<file path="config.mk">
export PLATFORM = sky130hd
export DESIGN_NAME = demux2x32_buf_flat
export DESIGN_NICKNAME = d
export VERILOG_FILES = /design/src/rtl/demux2x32_buf_if.sv /design/src/rtl/demux2x32_buf.sv /design/src/flat_wrapper.sv
export SDC_FILE = /design/constraint.sdc
export NUM_CORES = 1
export LEC_CHECK = 0
export CAP_MARGIN = 20
export CORE_MARGIN = 2
export CORE_UTILIZATION = 45
export DETAILED_ROUTE_END_ITERATION = 16
export PLACE_DENSITY = 0.69
export SETUP_SLACK_MARGIN = 0.2
export SYNTH_ARGS = -nofsm -noshare
export SYNTH_HDL_FRONTEND = slang
export SYNTH_SLANG_ARGS = --single-unit
export TNS_END_PERCENT = 50
</file>
<file path="constraint.sdc">
create_clock -name clk -period 3.4 [get_ports clk]
set_input_delay 1.02 -clock clk [delete_from_list [all_inputs] [get_ports clk]]
set_output_delay 1.02 -clock clk [all_outputs]
set_load 0.01 [all_outputs]
</file>
<file path="src/rtl/demux2x32_buf_if.sv">
// Bundle of the result-input and two write-back output channels of demux2x32_buf.
// The master side drives results in and consumes both ports; the slave side is the distributor.
interface demux2x32_buf_if #(
    parameter int WIDTH = 32,
    parameter int DEPTH = 2
);
    localparam int CW = $clog2(DEPTH) + 1;

    logic             in_valid;
    logic             in_ready;
    logic             in_sel;
    logic [4:0]       in_rd;
    logic [WIDTH-1:0] in_data;

    logic             out0_valid;
    logic             out0_ready;
    logic [4:0]       out0_rd;
    logic [WIDTH-1:0] out0_data;

    logic             out1_valid;
    logic             out1_ready;
    logic [4:0]       out1_rd;
    logic [WIDTH-1:0] out1_data;

    logic [CW-1:0]    cnt0;
    logic [CW-1:0]    cnt1;

    modport master (
        output in_valid, in_sel, in_rd, in_data, out0_ready, out1_ready,
        input  in_ready, out0_valid, out0_rd, out0_data,
               out1_valid, out1_rd, out1_data, cnt0, cnt1
    );

    modport slave (
        input  in_valid, in_sel, in_rd, in_data, out0_ready, out1_ready,
        output in_ready, out0_valid, out0_rd, out0_data,
               out1_valid, out1_rd, out1_data, cnt0, cnt1
    );
endinterface

</file>
<file path="src/rtl/demux2x32_buf.sv">
// Buffered 1-to-2 result distributor: one tagged result stream steered into two
// independent FIFOs (port 0 integer write-back, port 1 FP write-back).
module demux2x32_buf #(
    parameter int WIDTH = 32,
    parameter int DEPTH = 2
) (
    input  logic          clk,
    input  logic          clrn,
    demux2x32_buf_if.slave bus
);
    localparam int PW = $clog2(DEPTH);
    localparam int CW = PW + 1;
    localparam int EW = 5 + WIDTH;
    localparam logic [CW-1:0] CNT_FULL = CW'(DEPTH);
    localparam logic [CW-1:0] CNT_ZERO = {CW{1'b0}};

    // Per-port state, index 0 = integer port, index 1 = FP port.
    logic [EW-1:0] mem_q  [2][DEPTH];
    logic [PW-1:0] wptr_q [2];
    logic [PW-1:0] wptr_d [2];
    logic [PW-1:0] rptr_q [2];
    logic [PW-1:0] rptr_d [2];
    logic [CW-1:0] cnt_q  [2];
    logic [CW-1:0] cnt_d  [2];
    logic [EW-1:0] head_s [2];

    logic [1:0] push_s;
    logic [1:0] pop_s;
    logic [1:0] ready_s;
    logic       in_ready_s;

    assign ready_s = {bus.out1_ready, bus.out0_ready};

    // Acceptance depends only on the selected port's registered occupancy.
    always_comb begin
        in_ready_s = 1'b1;
        if (bus.in_sel) begin
            in_ready_s = (cnt_q[1] != CNT_FULL);
        end else begin
            in_ready_s = (cnt_q[0] != CNT_FULL);
        end
    end

    // Push/pop decode and next-state for pointers and occupancy of both ports.
    always_comb begin
        push_s = 2'b00;
        pop_s  = 2'b00;
        for (int p = 0; p < 2; p++) begin
            wptr_d[p] = wptr_q[p];
            rptr_d[p] = rptr_q[p];
            cnt_d[p]  = cnt_q[p];

            push_s[p] = bus.in_valid && in_ready_s && (bus.in_sel == 1'(p));
            pop_s[p]  = (cnt_q[p] != CNT_ZERO) && ready_s[p];

            if (push_s[p]) begin
                wptr_d[p] = wptr_q[p] + PW'(1);
            end else begin
                wptr_d[p] = wptr_q[p];
            end

            if (pop_s[p]) begin
                rptr_d[p] = rptr_q[p] + PW'(1);
            end else begin
                rptr_d[p] = rptr_q[p];
            end

            case ({push_s[p], pop_s[p]})
                2'b10:   cnt_d[p] = cnt_q[p] + CW'(1);
                2'b01:   cnt_d[p] = cnt_q[p] - CW'(1);
                default: cnt_d[p] = cnt_q[p];
            endcase
        end
    end

    // Pointer and occupancy registers; clear discards any buffered entries.
    always_ff @(posedge clk or negedge clrn) begin
        if (!clrn) begin
            for (int p = 0; p < 2; p++) begin
                wptr_q[p] <= {PW{1'b0}};
                rptr_q[p] <= {PW{1'b0}};
                cnt_q[p]  <= CNT_ZERO;
            end
        end else begin
            for (int p = 0; p < 2; p++) begin
                wptr_q[p] <= wptr_d[p];
                rptr_q[p] <= rptr_d[p];
                cnt_q[p]  <= cnt_d[p];
            end
        end
    end

    // Entry storage; contents are don't-care while a slot is unoccupied, so no reset.
    always_ff @(posedge clk) begin
        for (int p = 0; p < 2; p++) begin
            if (push_s[p]) begin
                mem_q[p][wptr_q[p]] <= {bus.in_rd, bus.in_data};
            end
        end
    end

    // Head entry of each port, forced to zero while the port is empty.
    always_comb begin
        for (int p = 0; p < 2; p++) begin
            if (cnt_q[p] != CNT_ZERO) begin
                head_s[p] = mem_q[p][rptr_q[p]];
            end else begin
                head_s[p] = {EW{1'b0}};
            end
        end
    end

    assign bus.in_ready   = in_ready_s;

    assign bus.out0_valid = (cnt_q[0] != CNT_ZERO);
    assign bus.out0_rd    = head_s[0][EW-1 -: 5];
    assign bus.out0_data  = head_s[0][WIDTH-1:0];

    assign bus.out1_valid = (cnt_q[1] != CNT_ZERO);
    assign bus.out1_rd    = head_s[1][EW-1 -: 5];
    assign bus.out1_data  = head_s[1][WIDTH-1:0];

    assign bus.cnt0       = cnt_q[0];
    assign bus.cnt1       = cnt_q[1];
endmodule
</file>
<file path="src/flat_wrapper.sv">
// flat-port wrapper written by rule: the top's interface ports become plain ports
module demux2x32_buf_flat 
#(
    parameter int WIDTH = 32,
    parameter int DEPTH = 2
)
  (clk, clrn, bus_in_valid, bus_in_sel, bus_in_rd, bus_in_data, bus_out0_ready, bus_out1_ready, bus_in_ready, bus_out0_valid, bus_out0_rd, bus_out0_data, bus_out1_valid, bus_out1_rd, bus_out1_data, bus_cnt0, bus_cnt1);
  demux2x32_buf_if #(.WIDTH(WIDTH), .DEPTH(DEPTH)) bus_i ();
  input  logic clk;
  input  logic clrn;
  input wire logic [$bits(bus_i.in_valid)-1:0] bus_in_valid;
  input wire logic [$bits(bus_i.in_sel)-1:0] bus_in_sel;
  input wire logic [$bits(bus_i.in_rd)-1:0] bus_in_rd;
  input wire logic [$bits(bus_i.in_data)-1:0] bus_in_data;
  input wire logic [$bits(bus_i.out0_ready)-1:0] bus_out0_ready;
  input wire logic [$bits(bus_i.out1_ready)-1:0] bus_out1_ready;
  output wire logic [$bits(bus_i.in_ready)-1:0] bus_in_ready;
  output wire logic [$bits(bus_i.out0_valid)-1:0] bus_out0_valid;
  output wire logic [$bits(bus_i.out0_rd)-1:0] bus_out0_rd;
  output wire logic [$bits(bus_i.out0_data)-1:0] bus_out0_data;
  output wire logic [$bits(bus_i.out1_valid)-1:0] bus_out1_valid;
  output wire logic [$bits(bus_i.out1_rd)-1:0] bus_out1_rd;
  output wire logic [$bits(bus_i.out1_data)-1:0] bus_out1_data;
  output wire logic [$bits(bus_i.cnt0)-1:0] bus_cnt0;
  output wire logic [$bits(bus_i.cnt1)-1:0] bus_cnt1;
  assign bus_i.in_valid = bus_in_valid;
  assign bus_i.in_sel = bus_in_sel;
  assign bus_i.in_rd = bus_in_rd;
  assign bus_i.in_data = bus_in_data;
  assign bus_i.out0_ready = bus_out0_ready;
  assign bus_i.out1_ready = bus_out1_ready;
  assign bus_in_ready = bus_i.in_ready;
  assign bus_out0_valid = bus_i.out0_valid;
  assign bus_out0_rd = bus_i.out0_rd;
  assign bus_out0_data = bus_i.out0_data;
  assign bus_out1_valid = bus_i.out1_valid;
  assign bus_out1_rd = bus_i.out1_rd;
  assign bus_out1_data = bus_i.out1_data;
  assign bus_cnt0 = bus_i.cnt0;
  assign bus_cnt1 = bus_i.cnt1;
  demux2x32_buf #(.WIDTH(WIDTH), .DEPTH(DEPTH)) u_core (.clk(clk), .clrn(clrn), .bus(bus_i));
endmodule
</file>
# Word-level counts from Yosys, hierarchy flattened
# Memories as Yosys holds them, arrays and structs flattened.
# Cells that the tools add are included.
[word_totals] ff_bits=8 wordCells=66 memories=1 out_inout_bits=81 ram_bits=148
[memory_table] name="u_core.mem_q" depth=2 word_bits=74 read_ports=2 rd_ports_with_merged_regs=0 wr=1 line_no="demux2x32_buf.sv:18" text="logic [EW-1:0] mem_q [2][DEPTH];"
[op_classes] addsub=8 bitwise=5 eq_ne=6 n_lt_le_gt_ge=6 muxes=22 reduce_logical=12
[op_table] op="$mux 37" n=10
[op_table] op="$mux 74" n=4
[op_table] op="$demux 37 s1" n=2
[op_table] op="$reduce_or 74->1" n=1
[op_table] op="$ge 2x2->1 const B" n=4
[op_table] op="$not 1->2" n=4
[op_table] op="$pmux 2 s2" n=2
[op_table] op="$reduce_bool 2->1" n=4
[op_table] op="$logic_and 1x1->1" n=7
[op_table] op="$add 1x1->1 const B" n=4
[op_table] op="$add 2x1->2 const B" n=2
[op_table] op="$eq 2x1->1 const B" n=2
[op_table] op="$eq 2x2->1 const B" n=2
[op_table] op="$lt 2x1->1 const B" n=2
[op_table] op="$mux 1" n=4
[op_table] op="$ne 2x2->1 const B" n=2
[op_table] op="$sub 2x1->2 const B" n=2
[op_table] op="$not 1->1" n=1

# Logic depth before layout (Yosys ltp)
[logic_depth] ltp_word=8 mapped_depth=7

# Least setup slack after synthesis
# No wires, ideal clock.
[synth_path] kind="input-to-reg" from="input bus_in_sel" to="memory u_core.mem_q[0][0] in the netlist's numbering, enable pin" setup_time_ns=0.431 path_slack_ns=0.132 arrival_ns=2.837 cell_stages=2 t_required_ns=2.969 n_path_buf=0 path_cell_list="nand3b_2 -> nor2_1"
[synth_via] elab_chain_len=7 word_cells_on_any_way=12 cone_classes="mux (7); bitwise (1); reduce/logical (4)"
[synth_rtl] item="start, declared" line_no="flat_wrapper.sv:12" text="input wire logic [$bits(bus_i.in_sel)-1:0] bus_in_sel;"
[synth_rtl] item="$mux 1" line_no="demux2x32_buf.sv:37" text="if (bus.in_sel) begin"
[synth_rtl] item="$logic_and 1x1->1 (2 in a row)" line_no="demux2x32_buf.sv:53" text="push_s[p] = bus.in_valid && in_ready_s && (bus.in_sel == 1'(p));"
[synth_rtl] item="$mux 1" line_no="demux2x32_buf.sv:96" text="if (push_s[p]) begin"
[synth_rtl] item="$mux 74 (not written as such)" line_no="demux2x32_buf.sv:97" text="mem_q[p][wptr_q[p]] <= {bus.in_rd, bus.in_data};"
[synth_rtl] item="$reduce_or 74->1 (no source line)"
[synth_rtl] item="$mux 1 (no source line) / $mux 74 (equally long branches)"
[synth_rtl] item="end, declared" line_no="demux2x32_buf.sv:18"
# Parallel ways exist; a longest one is shown, timed or not.

# Worst setup path in the final report
[layout_path] from="input bus_in_sel" to="output bus_in_ready"
[layout_via] elab_chain_len=1
[layout_rtl] item="$mux 1" line_no="demux2x32_buf.sv:37"
[layout_rtl] item="end, declared" line_no="flat_wrapper.sv:17" text="output wire logic [$bits(bus_i.in_ready)-1:0] bus_in_ready;"
# Every way passes these cells.

==> results.py <==
metrics = {
    "setup_path": {
        "critPathKind": "in -> out",
        "crit_buf_inv": 2,
        "max_stage_delay_ps": 490,
        "end_kind": "output pin",
        "crit_path_max_fanout": 2,
        "cp.required_ps": 2380,
        "cp_top_family": "buffers and inverters",
        "crit_chain": "clkdlybuf4s50_1 > mux2_2 > dlygate4sd2_1",
        "arrival_ps": 2120,
        "r2r_slack_ps": 1560,
        "critPathSlowestCell": "clkdlybuf4s50_1",
        "worstSetupStartpointType": "input pin",
    },
    "grt": {
        "grt_max_degree": 38,
        "antenna_found_initial": 0,
        "grt_usage": 0.181,
        "first_global_vias": 3603,
        "grt_overflow": 0,
        "grt_pass1_wl_um": 19400,
    },
    "timing": {
        "max_slew_margin": 0.730,
        "post-route-period-util": 0.923,
        "post-route-min-period_ps": 3140,
        "fmax_mhz": 319,
        "worstMarginPinSlew_ps": 403,
        "hold_viol_final": 0,
        "finalSetupTns_ps": 0,
        "holdWs_ps": 555,
        "rsz0062_at_grt": "false",
        "final.setup.worst_slack_ps": 263,
        "clock-skew-final_ps": 6.72,
        "setup_viol": 0,
        "drv_slew": 0,
    },
    "floorplan": {
        "core_um2": 13300,
        "die-area_um2": 14700,
        "rows": 42,
        "dieHeight_um": 121,
        "start_util": 0.464,
        "die_w_um": 121,
        "io_pins": 124,
    },
    "synth": {
        "synthArstFlopShare": 0.0513,
        "syn_avg_cell_area_um2": 17.6,
        "synthFlopType": "edfxtp_1",
        "synth_top_cell_area_share": 0.718,
        "syn_inst": 351,
        "synth.area.top_cells": "edfxtp_1 (72%), mux2i_1 (12%), nor2_1 (3.6%)",
        "ys_ff_latch": 156,
        "netlist_top_cells_count": "edfxtp_1 (148), mux2i_1 (74), nor2_1 (60), nor2_2 (15), buf_6 (9)",
        "synth.most_common_cell": "edfxtp_1",
        "synth_largest_area_cell": "edfxtp_1",
        "syn_area_um2": 6190,
        "synth.distinct_cells": 19,
        "syn-num-nets": 396,
        "synth-edff-count": 148,
        "seq_area_frac_synth": 0.750,
        "yosysWarnings": 0,
    },
    "route": {
        "wl_per_cell_um": 18.4,
        "ant_nets": 0,
        "drtIter0Drc": 220,
        "drt-vias-per-instance": 5.00,
        "drtPass1Iterations": 4,
        "drc": 0,
        "wl_um": 12500,
        "vias": 3399,
    },
    "cts": {
        "tritoncts": "built",
        "clockRootBuffer": "clkbuf_16",
        "clk_path_buf_depth": 2,
        "clk_latency_ps": 420,
        "numCtsBuffers": 17,
        "postCtsHoldBufs": 0,
        "cts_sinks": 156,
        "htree_num_levels": 4,
        "clkTransAtPathRegs_ps": 50,
    },
    "status": {
        "status": "finished clean",
    },
    "pwr": {
        "p_total_w": 0.00718,
        "p_per_area_nw_per_um2": 878,
        "leakagePower_nw": 2.98,
        "peakVddDrop_mv": 0.441,
    },
    "layout": {
        "antenna_cells": 0,
        "area_growth_pct": 32.2,
        "drive_above_1_share": 0.143,
        "nets": 539,
    },
    "placed_design": {
        "dp_hpwl_um": 7620,
        "io_buffers": 123,
        "pre_cts_slack_ps": 55.9,
        "routabilityCongestion": 0.718,
    },
    "hold_path": {
        "hp-class": "reg -> reg",
    },
    "run": {
        "drv_cap": 0,
    },
}
logic make-up after synthesis:
| logic type | Yosys count | share of synthesized area |
|---|---|---|
| buffers and inverters | 20 | 0.0374 |
| adder cells (fa/ha/maj) | 2 | 0.00404 |
| AND/OR/NAND/NOR | 88 | 0.0726 |
| flip-flops | 156 | 0.750 |
| XOR/XNOR | 10 | 0.0141 |
| multiplexers | 75 | 0.121 |
timing repair:
action / in CTS / in global routing
gates resized for setup: 2 / 0
cloned: 0 / 0
setup buffers: 0 / 4
pin swaps: 0 / 1
endpoints found under the setup margin: 15 / 22
worst paths after layout:
path                               startpoint                  to  depth (start not counted)
hold reg to reg              u_core.wptr_q[0]    u_core.wptr_q[0]                          1
max in group asynchronous                clrn    u_core.rptr_q[0]                          1
setup reg to reg           u_core.bus.cnt0[0]  u_core.bus.cnt0[1]                          7
hold / removal               u_core.wptr_q[0]    u_core.wptr_q[0]                          1
setup / recovery                   bus_in_sel        bus_in_ready                          3
min in group asynchronous                clrn  u_core.bus.cnt1[0]                          1
per-stage QoR:
stage	utilization	cell area [µm²]	instances
2_1_floorplan	-	6190	351
3_3_place_gp	0.572	7640	647
3_5_place_dp	0.572	7640	647
4_1_cts	0.610	8140	676
5_1_grt	0.613	8180	680
6_report	0.613	8180	680
where the power goes:
part / switching [W] / leakage, nW / total, W / internal (W)
clock network: 0.000653 / 0.242 / 0.00164 / 0.000987
registers: 0.000129 / 1.44 / 0.00254 / 0.00241
logic: 0.00146 / 1.29 / 0.00300 / 0.00154
layer usage:
metal | global-route usage | wire, µm | vias to the layer above
li1 | - | - | 1571
met1 | 0.234 | 5400 | 1692
met2 | 0.284 | 6080 | 121
met3 | 0.0564 | 813 | 15
met4 | 0.0733 | 187 | 0
met5 | 0 | 0 | -
registers in the layout, summed over array words and instances, names as in the netlist:
register and count:
u_core.bus.cnt0 2, u_core.bus.cnt1 2, u_core.mem_q 148, u_core.rptr_q 2
u_core.wptr_q 2
cell type report:
class                           instances  area (µm²)
Clock buffer                           25         455
Clock inverter                          4        43.8
Fill cell                            1033        5160
Inverter                                4        15.0
Multi-Input combinational cell        175        1350
Sequential cell                       156        4650
Tap cell                              176         220
Timing Repair Buffer                  140        1450
worst reg2reg max path: stages, from the launching register on:
cell	delay [ps]
dfrtp_1	450
nor2_4	140
buf_4	300
inv_2	60
and2_4	170
ha_1	320
nor2_1	150
xor2_1	160
cell usage in the layout (no fill, tap or decap):
cell type / netlist / layout
ha_1: 2 / 2
buf_4: 0 / 10
mux2i_1: 74 / 74
clkdlybuf4s50_1: 0 / 122
edfxtp_1: 148 / 148
xnor2_1: 6 / 6
nor2_2: 15 / 13
xor2_1: 4 / 4
and2_4: 2 / 2
nand3b_2: 1 / 1
clkinv_1: 0 / 1
clkinv_2: 0 / 2
nand3_2: 1 / 1
mux2_2: 1 / 1
clkbuf_1: 0 / 8
clkbuf_16: 0 / 17
inv_1: 2 / 2
dfrtp_2: 0 / 1
dlygate4sd2_1: 0 / 1
nand2b_1: 2 / 2
nor2_4: 7 / 13
dfrtp_1: 8 / 6
nor2_1: 60 / 56
buf_12: 5 / 7
inv_2: 2 / 2
bufinv_16: 0 / 1
dfrtp_4: 0 / 1
Power figures use the tool's default switching activity.
